File: config.mk
export PLATFORM = sky130hd
export DESIGN_NAME = mdio_responder
export DESIGN_NICKNAME = d
export VERILOG_FILES = /design/src/rtl/mdio_pkg.sv /design/src/rtl/mdio_sync_edge.sv /design/src/rtl/mdio_responder.sv
export SDC_FILE = /design/constraint.sdc
export NUM_CORES = 1
export LEC_CHECK = 0
export BUFFER_PORTS_ARGS = -buffer_cell sky130_fd_sc_hd__buf_2
export CORE_ASPECT_RATIO = 0.75
export CORE_MARGIN = 10
export CORE_UTILIZATION = 52
export DETAILED_ROUTE_END_ITERATION = 8
export GPL_ROUTABILITY_DRIVEN = 0
export PLACE_DENSITY = 0.81
export RECOVER_POWER = 100
export SYNTH_ARGS = -nofsm -noshare
export SYNTH_HDL_FRONTEND = slang
export SYNTH_SLANG_ARGS = --single-unit
File: constraint.sdc
create_clock -name clk_int -period 1.9 [get_ports clk_int]
set_input_delay 0.285 -clock clk_int [delete_from_list [all_inputs] [get_ports clk_int]]
set_output_delay 0.285 -clock clk_int [all_outputs]
set_load 0.05 [all_outputs]
File: src/rtl/mdio_pkg.sv
// Shared definitions for the Clause 22 MDIO responder.
// Latency: n/a (types and constants only).
// Backpressure: n/a.
package mdio_pkg;

    typedef enum logic [2:0] {
        S_IDLE  = 3'd0,
        S_ST    = 3'd1,
        S_OP    = 3'd2,
        S_PHYAD = 3'd3,
        S_REGAD = 3'd4,
        S_TA    = 3'd5,
        S_RDATA = 3'd6,
        S_WDATA = 3'd7
    } state_t;

    localparam int OP_W     = 2;
    localparam int ADDR_W   = 5;
    localparam int DATA_W   = 16;
    localparam int BITCNT_W = 4;
    localparam int PRECNT_W = 6;

    localparam logic [OP_W-1:0] OP_READ  = 2'b10;
    localparam logic [OP_W-1:0] OP_WRITE = 2'b01;
    localparam logic [1:0]      TA_WRITE = 2'b10;

endpackage

File: src/rtl/mdio_sync_edge.sv
// Synchronises MDC/MDIO into clk_i and flags MDC rising/falling edges.
// Latency: edge flags 2 clk_i cycles after the MDC transition; mdio_s_o aligned with them.
// Backpressure: none; free-running sampler.
//
// Ports: clk_i/rst_i (sync, active-high), mdc_i/mdio_i async inputs,
//        mdc_rise_o/mdc_fall_o single-cycle edge flags, mdio_s_o synchronised MDIO.
module mdio_sync_edge (
    input  logic clk_i,
    input  logic rst_i,
    input  logic mdc_i,
    input  logic mdio_i,
    output logic mdc_rise_o,
    output logic mdc_fall_o,
    output logic mdio_s_o
);

    logic mdc_s1_q, mdc_s2_q, mdc_s3_q;
    logic mdio_s1_q, mdio_s2_q;

    always_ff @(posedge clk_i) begin
        if (rst_i) begin
            mdc_s1_q  <= 1'b0;
            mdc_s2_q  <= 1'b0;
            mdc_s3_q  <= 1'b0;
            mdio_s1_q <= 1'b0;
            mdio_s2_q <= 1'b0;
        end else begin
            mdc_s1_q  <= mdc_i;
            mdc_s2_q  <= mdc_s1_q;
            mdc_s3_q  <= mdc_s2_q;
            mdio_s1_q <= mdio_i;
            mdio_s2_q <= mdio_s1_q;
        end
    end

    // MDIO uses the same two-flop depth as MDC so the sampled bit lines up
    // with the edge flag that qualifies it.
    assign mdc_rise_o = mdc_s2_q & ~mdc_s3_q;
    assign mdc_fall_o = ~mdc_s2_q & mdc_s3_q;
    assign mdio_s_o   = mdio_s2_q;

endmodule

File: src/rtl/mdio_responder.sv
// Clause 22 MDIO target: decodes frames to PHY_ADDR, strobes a register file, drives read data.
// Latency: register strobes ~3 clk_int after the MDC rise of the last field bit; MDIO drive changes ~3 clk_int after MDC fall.
// Backpressure: none; MDC-paced, reg_rdata must be valid the cycle after reg_rd_en.
//
// Ports: clk_int/rst_int (sync, active-high); mdc_i/mdio_i async management inputs;
//        mdio_o/mdio_oe tri-state drive; reg_addr/reg_rd_en/reg_rdata/reg_wr_en/reg_wdata
//        register-file interface; frame_err abort pulse; busy frame-in-progress flag.
module mdio_responder
    import mdio_pkg::*;
#(
    parameter logic [4:0] PHY_ADDR = 5'd1,
    parameter int         PRE_LEN  = 32
) (
    input  logic              clk_int,
    input  logic              rst_int,
    input  logic              mdc_i,
    input  logic              mdio_i,
    output logic              mdio_o,
    output logic              mdio_oe,
    output logic [ADDR_W-1:0] reg_addr,
    output logic              reg_rd_en,
    input  logic [DATA_W-1:0] reg_rdata,
    output logic              reg_wr_en,
    output logic [DATA_W-1:0] reg_wdata,
    output logic              frame_err,
    output logic              busy
);

    localparam logic [PRECNT_W-1:0] PRE_MAX = PRECNT_W'(PRE_LEN);

    logic mdc_rise, mdc_fall, mdio_s;

    mdio_sync_edge u_sync (
        .clk_i      (clk_int),
        .rst_i      (rst_int),
        .mdc_i      (mdc_i),
        .mdio_i     (mdio_i),
        .mdc_rise_o (mdc_rise),
        .mdc_fall_o (mdc_fall),
        .mdio_s_o   (mdio_s)
    );

    state_t               state_q, state_d;
    logic [PRECNT_W-1:0]  pre_cnt_q, pre_cnt_d;
    logic [BITCNT_W-1:0]  bit_cnt_q, bit_cnt_d;
    logic [DATA_W-1:0]    shift_q, shift_d;
    logic                 is_read_q, is_read_d;
    logic                 rd_cap_q, rd_cap_d;
    logic                 mdio_o_q, mdio_o_d;
    logic                 mdio_oe_q, mdio_oe_d;
    logic [ADDR_W-1:0]    reg_addr_q, reg_addr_d;
    logic                 rd_en_q, rd_en_d;
    logic                 wr_en_q, wr_en_d;
    logic [DATA_W-1:0]    wdata_q, wdata_d;
    logic                 err_q, err_d;
    logic                 busy_q, busy_d;

    // Address fields are collected in the low bits of the data shifter.
    logic [OP_W-1:0]      op_bits;
    logic [ADDR_W-1:0]    addr_bits;
    assign op_bits   = {shift_q[0], mdio_s};
    assign addr_bits = {shift_q[ADDR_W-2:0], mdio_s};

    always_comb begin
        state_d    = state_q;
        pre_cnt_d  = pre_cnt_q;
        bit_cnt_d  = bit_cnt_q;
        shift_d    = shift_q;
        is_read_d  = is_read_q;
        rd_cap_d   = rd_en_q;
        mdio_o_d   = mdio_o_q;
        mdio_oe_d  = mdio_oe_q;
        reg_addr_d = reg_addr_q;
        rd_en_d    = 1'b0;
        wr_en_d    = 1'b0;
        wdata_d    = wdata_q;
        err_d      = 1'b0;
        busy_d     = busy_q;

        // Read data arrives one cycle after the strobe; MDC edges are far
        // enough apart that this never coincides with a sampled bit.
        if (rd_cap_q) begin
            shift_d = reg_rdata;
        end

        if (mdc_rise) begin
            case (state_q)
                S_IDLE: begin
                    if (mdio_s) begin
                        if (pre_cnt_q != PRE_MAX) begin
                            pre_cnt_d = pre_cnt_q + 1'b1;
                        end
                    end else if (pre_cnt_q == PRE_MAX) begin
                        state_d   = S_ST;
                        busy_d    = 1'b1;
                        pre_cnt_d = '0;
                    end else begin
                        pre_cnt_d = '0;
                    end
                end
                S_ST: begin
                    if (mdio_s) begin
                        state_d   = S_OP;
                        bit_cnt_d = '0;
                    end else begin
                        state_d = S_IDLE;
                        err_d   = 1'b1;
                        busy_d  = 1'b0;
                    end
                end
                S_OP: begin
                    shift_d = {shift_q[DATA_W-2:0], mdio_s};
                    if (bit_cnt_q == 4'd1) begin
                        bit_cnt_d = '0;
                        if (op_bits == OP_READ || op_bits == OP_WRITE) begin
                            state_d   = S_PHYAD;
                            is_read_d = (op_bits == OP_READ);
                        end else begin
                            state_d = S_IDLE;
                            err_d   = 1'b1;
                            busy_d  = 1'b0;
                        end
                    end else begin
                        bit_cnt_d = bit_cnt_q + 1'b1;
                    end
                end
                S_PHYAD: begin
                    shift_d = {shift_q[DATA_W-2:0], mdio_s};
                    if (bit_cnt_q == 4'd4) begin
                        bit_cnt_d = '0;
                        // A frame for another PHY is simply dropped.
                        if (addr_bits == PHY_ADDR) begin
                            state_d = S_REGAD;
                        end else begin
                            state_d = S_IDLE;
                            busy_d  = 1'b0;
                        end
                    end else begin
                        bit_cnt_d = bit_cnt_q + 1'b1;
                    end
                end
                S_REGAD: begin
                    shift_d = {shift_q[DATA_W-2:0], mdio_s};
                    if (bit_cnt_q == 4'd4) begin
                        reg_addr_d = addr_bits;
                        rd_en_d    = is_read_q;
                        state_d    = S_TA;
                        bit_cnt_d  = '0;
                    end else begin
                        bit_cnt_d = bit_cnt_q + 1'b1;
                    end
                end
                S_TA: begin
                    if (is_read_q) begin
                        // Count TA rises; the drive happens on the following falls.
                        bit_cnt_d = bit_cnt_q + 1'b1;
                    end else if (mdio_s != TA_WRITE[~bit_cnt_q[0]]) begin
                        state_d = S_IDLE;
                        err_d   = 1'b1;
                        busy_d  = 1'b0;
                    end else if (bit_cnt_q[0]) begin
                        state_d   = S_WDATA;
                        bit_cnt_d = '0;
                    end else begin
                        bit_cnt_d = 4'd1;
                    end
                end
                S_WDATA: begin
                    shift_d = {shift_q[DATA_W-2:0], mdio_s};
                    if (bit_cnt_q == 4'd15) begin
                        wdata_d = {shift_q[DATA_W-2:0], mdio_s};
                        wr_en_d = 1'b1;
                        busy_d  = 1'b0;
                        state_d = S_IDLE;
                    end else begin
                        bit_cnt_d = bit_cnt_q + 1'b1;
                    end
                end
                default: ;
            endcase
        end else if (mdc_fall) begin
            case (state_q)
                S_TA: begin
                    if (is_read_q && bit_cnt_q == 4'd1) begin
                        mdio_oe_d = 1'b1;
                        mdio_o_d  = 1'b0;
                    end else if (is_read_q && bit_cnt_q == 4'd2) begin
                        mdio_o_d  = shift_q[DATA_W-1];
                        state_d   = S_RDATA;
                        bit_cnt_d = 4'd15;
                    end
                end
                S_RDATA: begin
                    // bit_cnt holds the index of the bit currently on the line;
                    // once D0 has been sampled the line is released.
                    if (bit_cnt_q == '0) begin
                        mdio_oe_d = 1'b0;
                        mdio_o_d  = 1'b0;
                        busy_d    = 1'b0;
                        state_d   = S_IDLE;
                    end else begin
                        shift_d   = {shift_q[DATA_W-2:0], 1'b0};
                        mdio_o_d  = shift_q[DATA_W-2];
                        bit_cnt_d = bit_cnt_q - 1'b1;
                    end
                end
                default: ;
            endcase
        end
    end

    always_ff @(posedge clk_int) begin
        if (rst_int) begin
            state_q    <= S_IDLE;
            pre_cnt_q  <= '0;
            bit_cnt_q  <= '0;
            shift_q    <= '0;
            is_read_q  <= 1'b0;
            rd_cap_q   <= 1'b0;
            mdio_o_q   <= 1'b0;
            mdio_oe_q  <= 1'b0;
            reg_addr_q <= '0;
            rd_en_q    <= 1'b0;
            wr_en_q    <= 1'b0;
            wdata_q    <= '0;
            err_q      <= 1'b0;
            busy_q     <= 1'b0;
        end else begin
            state_q    <= state_d;
            pre_cnt_q  <= pre_cnt_d;
            bit_cnt_q  <= bit_cnt_d;
            shift_q    <= shift_d;
            is_read_q  <= is_read_d;
            rd_cap_q   <= rd_cap_d;
            mdio_o_q   <= mdio_o_d;
            mdio_oe_q  <= mdio_oe_d;
            reg_addr_q <= reg_addr_d;
            rd_en_q    <= rd_en_d;
            wr_en_q    <= wr_en_d;
            wdata_q    <= wdata_d;
            err_q      <= err_d;
            busy_q     <= busy_d;
        end
    end

    assign mdio_o    = mdio_o_q;
    assign mdio_oe   = mdio_oe_q;
    assign reg_addr  = reg_addr_q;
    assign reg_rd_en = rd_en_q;
    assign reg_wr_en = wr_en_q;
    assign reg_wdata = wdata_q;
    assign frame_err = err_q;
    assign busy      = busy_q;

endmodule

==> results by group, run 1 <==
Die
  • Initial Util: 0.5474
  • Horizontal die dimension: 115.1 um
  • Core Footprint: ~6400 sq um
  • Total number of placement rows: 25
  • Die outline area: 10510 sq um
  • Die H: ~91 um
  • Boundary Pins: 47

Clocking
  • Max clock buf depth: 2
  • Clk sinks: 63
  • Clock tree from TritonCTS: built
  • CTS buffer count: 9
  • Clock latency of the later-clocked register in the worst-skew pair: between 0.3 and 0.4 ns
  • # H-tree levels: 3
  • Buffer cell driving the clock tree root: sky130_fd_sc_hd__clkbuf_8
  • Register clock-pin slew on the reported worst setup and hold paths: roughly 0.08 ns

Synth
  • Async set or reset register ratio after synthesis: 0
  • Number of distinct library cell variants in the gate-level netlist after synthesis: 76
  • Post-synth EDFFs: 0
  • Syn_nets: 427
  • Avg Synthesized Cell Area: 8.907 sq um
  • Post-synthesis cell count: 396
  • Number of synthesized register bits: between 60 and 70
  • Main synth FF type: sky130_fd_sc_hd__dfxtp_1
  • Sequential cell area fraction in the yosys report: 0.3576
  • Number of warnings printed during yosys synthesis: 0
  • Area of the mapped netlist: about 3500 sq um

Final layout
  • Number of fillers in the final layout: 436
  • Nets: between 500 and 600
  • Fraction of final layout cells with drive strength greater than 1: 0.3696
  • Sequential cell area: ~1300 sq um
  • Area used by multi-input combinational logic: 2315 sq um
  • Cell Count, Final, Fillers Out: 588
  • Layout-stage area growth over the synthesis result: 37.07%

Setup path
  • Family with the most delay on the worst path: buffers and inverters
  • Count of buffer and inverter cells on the critical path: 4
  • Data arrival, critical path: 2.25 ns
  • Number of cells traversed by the worst register-to-register path: 10
  • Sort of element at the end of the critical path: register
  • Startpoint-to-endpoint class of the critical path: register to register
  • Required time of the critical path: 2.09 ns
  • Reg-to-reg slack, setup: -0.16 ns
  • Critical-path maximum fanout: 6
  • Longest individual stage delay on the worst path: about 0.34 ns
  • Cell-by-cell listing of the critical path: inv_2, ha_4, buf_6, nor4bb_4, a22oi_2, buf_4, a2bb2oi_4, buf_12, a32oi_1, nor2_1
  • Start of the worst register-to-register path: u_sync.mdc_s3_q$_SDFF_PP0_
  • Cell at the slowest stage of the critical path: sky130_fd_sc_hd__dfxtp_2
  • Critical register-to-register path endpoint: shift_q[0]$_SDFF_PP0_
  • Crit path launch type: register

Placed design
  • Number of cells after detailed placement: between 500 and 600
  • Total of buffers placed on input and output ports: 46
  • HPWL reported at the end of detailed placement: 7270 um

Detailed routing
  • Overall routed net length: between 10000 and 15000 um
  • Vias per cell: 6.328
  • Initial drt markers: 385
  • Per-cell routed wire length: 21.43 um
  • DRT Pass-1 Iters: 5
  • Detailed-route via count: 3721
  • Total DRC errors in the routed layout: 0
  • Number of routed nets with antenna violations: 0

Min path
  • HP Start: mdc_i
  • Hold Path Cell Cnt: 2
  • Endpoint with the worst hold slack: u_sync.mdc_s1_q$_SDFF_PP0_
  • Worst min-delay path category: primary input to register

Timing
  • Minimum setup slack in the final design: -0.1593 ns
  • Final setup viols: 22
  • Final cycle utilization of the critical path: 1.084
  • Measured slew at the worst slew-check pin: 0.7828 ns
  • Total negative slack: -2.353 ns
  • Min Tclk post-route: 2.059 ns
  • Clock skew: 0.008504 ns
  • Tightest slew margin relative to the limit: 0.4782
  • RSZ-0062 raised after global routing: true
  • Final-report max-slew violation count: 0
  • Maximum operating frequency: 485.6 MHz
  • Hold Violations, Final: 0

Pwr
  • IR Drop Worst-Case VDD: 0.0006088 V
  • Power density cells: 574.6 nW/um^2
  • Static Leakage: 1.837 nW

Global route
  • Overall fraction of global-route tracks in use: 0.2039
  • First-pass GRT wire length: 17460 um
  • Via count of the first global-routing pass: 3406
  • Maximum number of pins on one net before global-route repair: 32
  • Grt total ovfl: 0
  • Number of antenna violations at the first check in global routing: 1

Flow run
  • MaxCap Viol Count: 0

Outcome
  • Violated checks: negative setup slack
  • Outcome: finished with violations
[metal layers]
metal / track usage / up-vias / share of wire
li1: - / 1639 / -
met1: 0.2499 / 1745 / 0.38
met2: 0.3244 / 262 / 0.45
met3: 0.06838 / 75 / 0.11
met4: 0.07202 / 0 / 0.061
met5: 0 / - / 0
[synth_stat cells (3+ instances only)]
cell                       number  share of area
sky130_fd_sc_hd__mux2i_1       23          0.065
sky130_fd_sc_hd__nand2b_1       4         0.0071
sky130_fd_sc_hd__nand2_1       48          0.051
sky130_fd_sc_hd__buf_6          7          0.022
sky130_fd_sc_hd__ha_1          11          0.039
sky130_fd_sc_hd__xnor2_1        3         0.0075
sky130_fd_sc_hd__o21ai_0       12          0.017
sky130_fd_sc_hd__nor3_1         8          0.011
sky130_fd_sc_hd__buf_2          8          0.011
sky130_fd_sc_hd__dfxtp_1       63           0.36
sky130_fd_sc_hd__a21oi_1       25          0.035
sky130_fd_sc_hd__xor2_1         5          0.012
sky130_fd_sc_hd__a211oi_1       3         0.0064
sky130_fd_sc_hd__buf_4          3         0.0064
sky130_fd_sc_hd__nor2b_1        8          0.014
sky130_fd_sc_hd__and3_1         4         0.0071
sky130_fd_sc_hd__a311oi_1       3         0.0075
sky130_fd_sc_hd__nor2_1        40          0.043
sky130_fd_sc_hd__or3_1          3         0.0053
sky130_fd_sc_hd__clkbuf_1       9         0.0096
sky130_fd_sc_hd__and3b_1        3         0.0075
sky130_fd_sc_hd__inv_1         13          0.014
sky130_fd_sc_hd__a211oi_2      14          0.050
sky130_fd_sc_hd__a31oi_1        3         0.0053
sky130_fd_sc_hd__nand4_1        8          0.014
[how the worst max path moves through the flow]
stage                                     from                         to  depth (start not counted)
floorplan           u_sync.mdc_s3_q$_SDFF_PP0_    state_q[2]$_SDFFE_PP0P_                          9
global placement     bit_cnt_q[0]$_SDFFE_PP0P_     shift_q[11]$_SDFF_PP0_                          7
detailed placement   bit_cnt_q[0]$_SDFFE_PP0P_     shift_q[15]$_SDFF_PP0_                          7
CTS                  bit_cnt_q[1]$_SDFFE_PP0P_  bit_cnt_q[3]$_SDFFE_PP0P_                          8
global route         bit_cnt_q[0]$_SDFFE_PP0P_      shift_q[8]$_SDFF_PP0_                          9
finish              u_sync.mdc_s3_q$_SDFF_PP0_      shift_q[0]$_SDFF_PP0_                         10
[kinds of logic after synthesis]
logic type | share of synthesized area
flip-flops | 0.3576
AO/OA/AOI/OAI | 0.2175
multiplexers | 0.06846
adder cells (fa/ha/maj) | 0.03902
XOR/XNOR | 0.01987
buffers and inverters | 0.06811
AND/OR/NAND/NOR | 0.2295
[worst register-to-register path, cell delays in order (launching register included)]
cell	delay, ns
sky130_fd_sc_hd__dfxtp_2	0.34
sky130_fd_sc_hd__inv_2	0.05
sky130_fd_sc_hd__ha_4	0.19
sky130_fd_sc_hd__buf_6	0.14
sky130_fd_sc_hd__nor4bb_4	0.32
sky130_fd_sc_hd__a22oi_2	0.12
sky130_fd_sc_hd__buf_4	0.18
sky130_fd_sc_hd__a2bb2oi_4	0.17
sky130_fd_sc_hd__buf_12	0.17
sky130_fd_sc_hd__a32oi_1	0.15
sky130_fd_sc_hd__nor2_1	0.08
[registers in the layout, summed over array words and instances, names as in the netlist]
register,count
bit_cnt_q,4
busy,1
frame_err,1
is_read_q,1
mdio_o,1
mdio_oe,1
pre_cnt_q,6
rd_cap_q,1
reg_addr,5
reg_rd_en,1
reg_wdata,16
reg_wr_en,1
shift_q,16
state_q,3
u_sync.mdc_s1_q,1
u_sync.mdc_s2_q,1
u_sync.mdc_s3_q,1
u_sync.mdio_s1_q,1
u_sync.mdio_s_o,1
[timing repair]
action | in CTS | in global routing
endpoints found under the setup margin | 47 | 52
resized for setup | 26 | 44
hold buffers | 0 | 0
pin swaps | 16 | 29
buffers inserted | 11 | 11
cloned | 1 | 2
[cell usage in the layout, fill, tap and decap left out, drive strengths merged, types with 3 or more instances in the layout]
cell    synthesis  layout
buf            19      89
and3b           4       4
o21ai          14      14
o211ai          3       3
nand4           9       9
mux2i          23      23
xnor2           3       3
dfxtp          63      63
a31oi           5       5
inv            14      14
or3             3       3
nor2b           8       8
a21oi          26      26
clkinv          1       6
nor4b           3       3
nor2           41      41
xor2            5       5
a311oi          3       3
nand2          48      48
clkbuf         10      42
and3            5       5
ha             11      11
nor3            8       8
nand2b          4       4
a211oi         17      17
[final cells by class]
| type | count | share of cell area |
|---|---|---|
| antenna | 1 | 0.0005176 |
| clock buffer | 9 | 0.02562 |
| clock inverter | 7 | 0.01527 |
| inverter | 15 | 0.01165 |
| multi-input combinational | 290 | 0.4788 |
| sequential | 63 | 0.2637 |
| tap | 81 | 0.02096 |
| timing repair buffer | 122 | 0.1835 |
[per-stage QoR]
stage               area (sq um)  power (mW)  utilization  hold WS, ns  setup slack (ns)
detailed placement          4111       1.566       0.6381       0.4308           -0.4001
global route                4835       2.846       0.7503       0.1525           -0.1918
floorplan                   3536       1.482            -       0.4132           0.04465
global placement            4111       1.560       0.6381       0.4216           -0.2519
CTS                         4577       2.729       0.7103       0.1450          -0.02068
finish                      4835       2.778       0.7503       0.1403           -0.1593
[where the power goes]
part           switching, mW  total [mW]  internal (mW)
Combinational          0.141       0.258          0.117
Clock                  0.577        1.18          0.607
Sequential           0.00856        1.34           1.33
Total                  0.726        2.78           2.05
Note: power is estimated with default switching activity, not from simulation.
==> run 2: changes to the inputs <==
Settings changed: CORE_MARGIN 10 to default, MAX_ROUTING_LAYER from default to met4, SETUP_SLACK_MARGIN from default to 0.2.
==> run 2 against run 1 <==
  * The flow still finishes with violations (negative setup slack)
  * Core utilization up 4.8 points
  * Sequential share of layout area down 1.3 points
  * Sequential cell count unchanged
  * Clock power up 4%
  * Wire length up 2.0%
  * Fmax up 1.1%
  * Combinational power up 2%
  * Largest power group unchanged
==> results by group, run 2 (synthesis gave the netlist of run 1 again) <==
Outcome
  • Outcome: finished with violations (unchanged)
  • Violated checks: negative setup slack (unchanged)

Die
  • Horizontal die dimension: 97.10 um (was 115.1 um)
  • Total number of placement rows: 25 (unchanged)
  • Boundary Pins: 47 (unchanged)
  • Die H: 73.33 um (was 91.33 um)
  • Initial Util: 0.5500 (was 0.5474)
  • Core Footprint: 6412 sq um (was 6444 sq um)
  • Die outline area: 7120 sq um (was 10510 sq um)

Global route
  • Overall fraction of global-route tracks in use: 0.3297 (was 0.2039)
  • Number of antenna violations at the first check in global routing: 0 (was 1)
  • First-pass GRT wire length: 17650 um (was 17460 um)
  • Via count of the first global-routing pass: 3444 (was 3406)
  • Grt total ovfl: 0 (unchanged)
  • Maximum number of pins on one net before global-route repair: 30 (was 32)

Clocking
  • Clock tree from TritonCTS: built (unchanged)
  • CTS buffer count: 9 (unchanged)
  • Register clock-pin slew on the reported worst setup and hold paths: 0.08 ns (about the same)
  • # H-tree levels: 3 (unchanged)
  • Clock latency of the later-clocked register in the worst-skew pair: 0.35 ns (about the same)
  • Buffer cell driving the clock tree root: sky130_fd_sc_hd__clkbuf_8 (unchanged)
  • Max clock buf depth: 2 (unchanged)
  • Clk sinks: 63 (unchanged)
  • Cts hold-fix bufs: 0 (unchanged)

Detailed routing
  • Vias per cell: 6.720 (was 6.328)
  • Sum of routed wire segments on met1: 4954 um (was 4763 um)
  • Max layer used: met4 (unchanged)
  • Total DRC errors in the routed layout: 0 (unchanged)
  • Initial drt markers: 477 (was 385)
  • Detailed-route via count: 3857 (was 3721)
  • Overall routed net length: 12850 um (was 12600 um)
  • Detailed route wirelength on metal3: 1371 um (was 1374 um)
  • Per-cell routed wire length: 22.39 um (was 21.43 um)
  • DRT Pass-1 Iters: 7 (was 5)
  • Met2 Routed Length: 5815 um (was 5694 um)
  • Number of routed nets with antenna violations: 0 (unchanged)

Timing
  • Hold Violations, Final: 0 (unchanged)
  • Measured slew at the worst slew-check pin: 0.3931 ns (was 0.7828 ns)
  • Clock skew: 0.008389 ns (was 0.008504 ns)
  • Tightest slew margin relative to the limit: 0.7342 (was 0.4782)
  • RSZ-0062 raised after global routing: true (unchanged)
  • Final setup viols: 20 (was 22)
  • Min Tclk post-route: 2.037 ns (was 2.059 ns)
  • Minimum setup slack in the final design: -0.1373 ns (was -0.1593 ns)
  • Total negative slack: -0.9497 ns (was -2.353 ns)
  • Final-report max-slew violation count: 0 (unchanged)
  • Final cycle utilization of the critical path: 1.072 (was 1.084)
  • Maximum operating frequency: 490.8 MHz (was 485.6 MHz)

Setup path
  • Critical register-to-register path endpoint: shift_q[9]$_SDFF_PP0_ (was shift_q[0]$_SDFF_PP0_)
  • Required time of the critical path: 2.16 ns (was 2.09 ns)
  • Number of cells traversed by the worst register-to-register path: 10 (unchanged)
  • Start of the worst register-to-register path: bit_cnt_q[0]$_SDFFE_PP0P_ (was u_sync.mdc_s3_q$_SDFF_PP0_)
  • Critical-path maximum fanout: 7 (was 6)
  • Data arrival, critical path: 2.30 ns (was 2.25 ns)
  • Startpoint-to-endpoint class of the critical path: register to register (unchanged)
  • Reg-to-reg slack, setup: -0.14 ns (was -0.16 ns)
  • Sort of element at the end of the critical path: register (unchanged)
  • Destination of the critical timing path: shift_q[9]$_SDFF_PP0_ (was shift_q[0]$_SDFF_PP0_)
  • Crit. Startpoint: bit_cnt_q[0]$_SDFFE_PP0P_ (was u_sync.mdc_s3_q$_SDFF_PP0_)
  • Crit path launch type: register (unchanged)

Final layout
  • Most used cells in the layout excluding fill and tap cells: sky130_fd_sc_hd__dfxtp_1 (51), sky130_fd_sc_hd__buf_2 (46), sky130_fd_sc_hd__buf_4 (41) (was sky130_fd_sc_hd__buf_4 (59), sky130_fd_sc_hd__dfxtp_1 (56), sky130_fd_sc_hd__nand2_1 (47))
  • Number of fillers in the final layout: 345 (was 436)
  • Final core utilization: 0.7986 (was 0.7503)
  • Fraction of final layout cells with drive strength greater than 1: 0.5274 (was 0.3696)
  • Final antenna diode count: 0 (was 1)
  • Layout-stage area growth over the synthesis result: 45.19% (was 37.07%)
  • Nets: 519 (was 532)
  • Most common library cell in the layout ignoring fill and taps: sky130_fd_sc_hd__dfxtp_1 (was sky130_fd_sc_hd__buf_4)

Pwr
  • Power density cells: 552.3 nW/um^2 (was 574.6 nW/um^2)
  • IR Drop Worst-Case VDD: 0.0004593 V (was 0.0006088 V)
  • Static Leakage: 1.972 nW (was 1.837 nW)
  • Tot Pwr: 2.829 mW (was 2.778 mW)

Min path
  • Worst min-delay path category: primary input to register (unchanged)

Flow run
  • MaxCap Viol Count: 0 (unchanged)

Placed design
  • Total of buffers placed on input and output ports: 46 (unchanged)
  • HPWL reported at the end of detailed placement: 6423 um (was 7270 um)
-- run 2: changes by cell type in the layout (fill, tap and decap cells not counted), sizes merged --
cell,delta
diode,-1
a2bb2oi,-1
clkinv,-4
inv,+3
clkbuf,-31
buf,+19
and2,+1
-- run 2: layout make-up --
class	instances	area (sq um)	share of cell area
repair buffers	109	899.6	0.1757
multi-input cells	290	2566	0.5011
inverters	15	63.81	0.01246
clock buffers	10	137.6	0.02688
well taps	81	101.3	0.01979
clock inverters	6	66.31	0.01295
flip-flops and latches	63	1286	0.2512
-- run 2: worst max-delay path: stages (launching register included) --
cell                        delay [ns]
sky130_fd_sc_hd__dfxtp_4          0.37
sky130_fd_sc_hd__inv_4            0.07
sky130_fd_sc_hd__ha_4             0.14
sky130_fd_sc_hd__or3b_4           0.39
sky130_fd_sc_hd__a22oi_2          0.18
sky130_fd_sc_hd__a2bb2oi_4        0.20
sky130_fd_sc_hd__buf_6            0.13
sky130_fd_sc_hd__buf_12           0.10
sky130_fd_sc_hd__buf_16           0.11
sky130_fd_sc_hd__nor2_1           0.06
sky130_fd_sc_hd__a211oi_2         0.19
-- run 2: routing by layer --
layer  up-vias  global-route usage
li1       1612                   -
met4         0              0.1824
met3        90             0.08754
met5         -                   -
met1      1808              0.4082
met2       347              0.4945
-- run 2: report_power, final --
part	switching [mW]	internal, mW
logic	0.147	0.118
clock network	0.578	0.649
registers	0.0123	1.33
total	0.737	2.09
-- run 2: worst min path at each step --
stage                               start  depth (start not counted)                     endpoint
3_3_place_gp   u_sync.mdc_s1_q$_SDFF_PP0_                          1   u_sync.mdc_s2_q$_SDFF_PP0_
4_1_cts                            mdio_i                          2  u_sync.mdio_s1_q$_SDFF_PP0_
2_1_floorplan                       mdc_i                          1   u_sync.mdc_s1_q$_SDFF_PP0_
5_1_grt                            mdio_i                          2  u_sync.mdio_s1_q$_SDFF_PP0_
3_5_place_dp   u_sync.mdc_s1_q$_SDFF_PP0_                          1   u_sync.mdc_s2_q$_SDFF_PP0_
6_report                            mdc_i                          2   u_sync.mdc_s1_q$_SDFF_PP0_
-- run 2: per-stage QoR --
step / worst slack [ns] / instances / cell area, sq um / hold slack, ns
2_1_floorplan: 0.1430 / 396 / 3628 / 0.4132
3_3_place_gp: -0.003001 / 523 / 4014 / 0.4179
3_5_place_dp: -0.1014 / 523 / 4014 / 0.4309
4_1_cts: 0.009554 / 565 / 4746 / 0.1341
5_1_grt: -0.2188 / 574 / 5121 / 0.1427
6_report: -0.1373 / 574 / 5121 / 0.1426
-- run 2: timing repair --
action	4_1_cts	5_1_grt
setup buffers	22	9
setup endpoints to repair	53	54
gates resized for setup	59	81
gates cloned	4	0
pin swaps	27	32
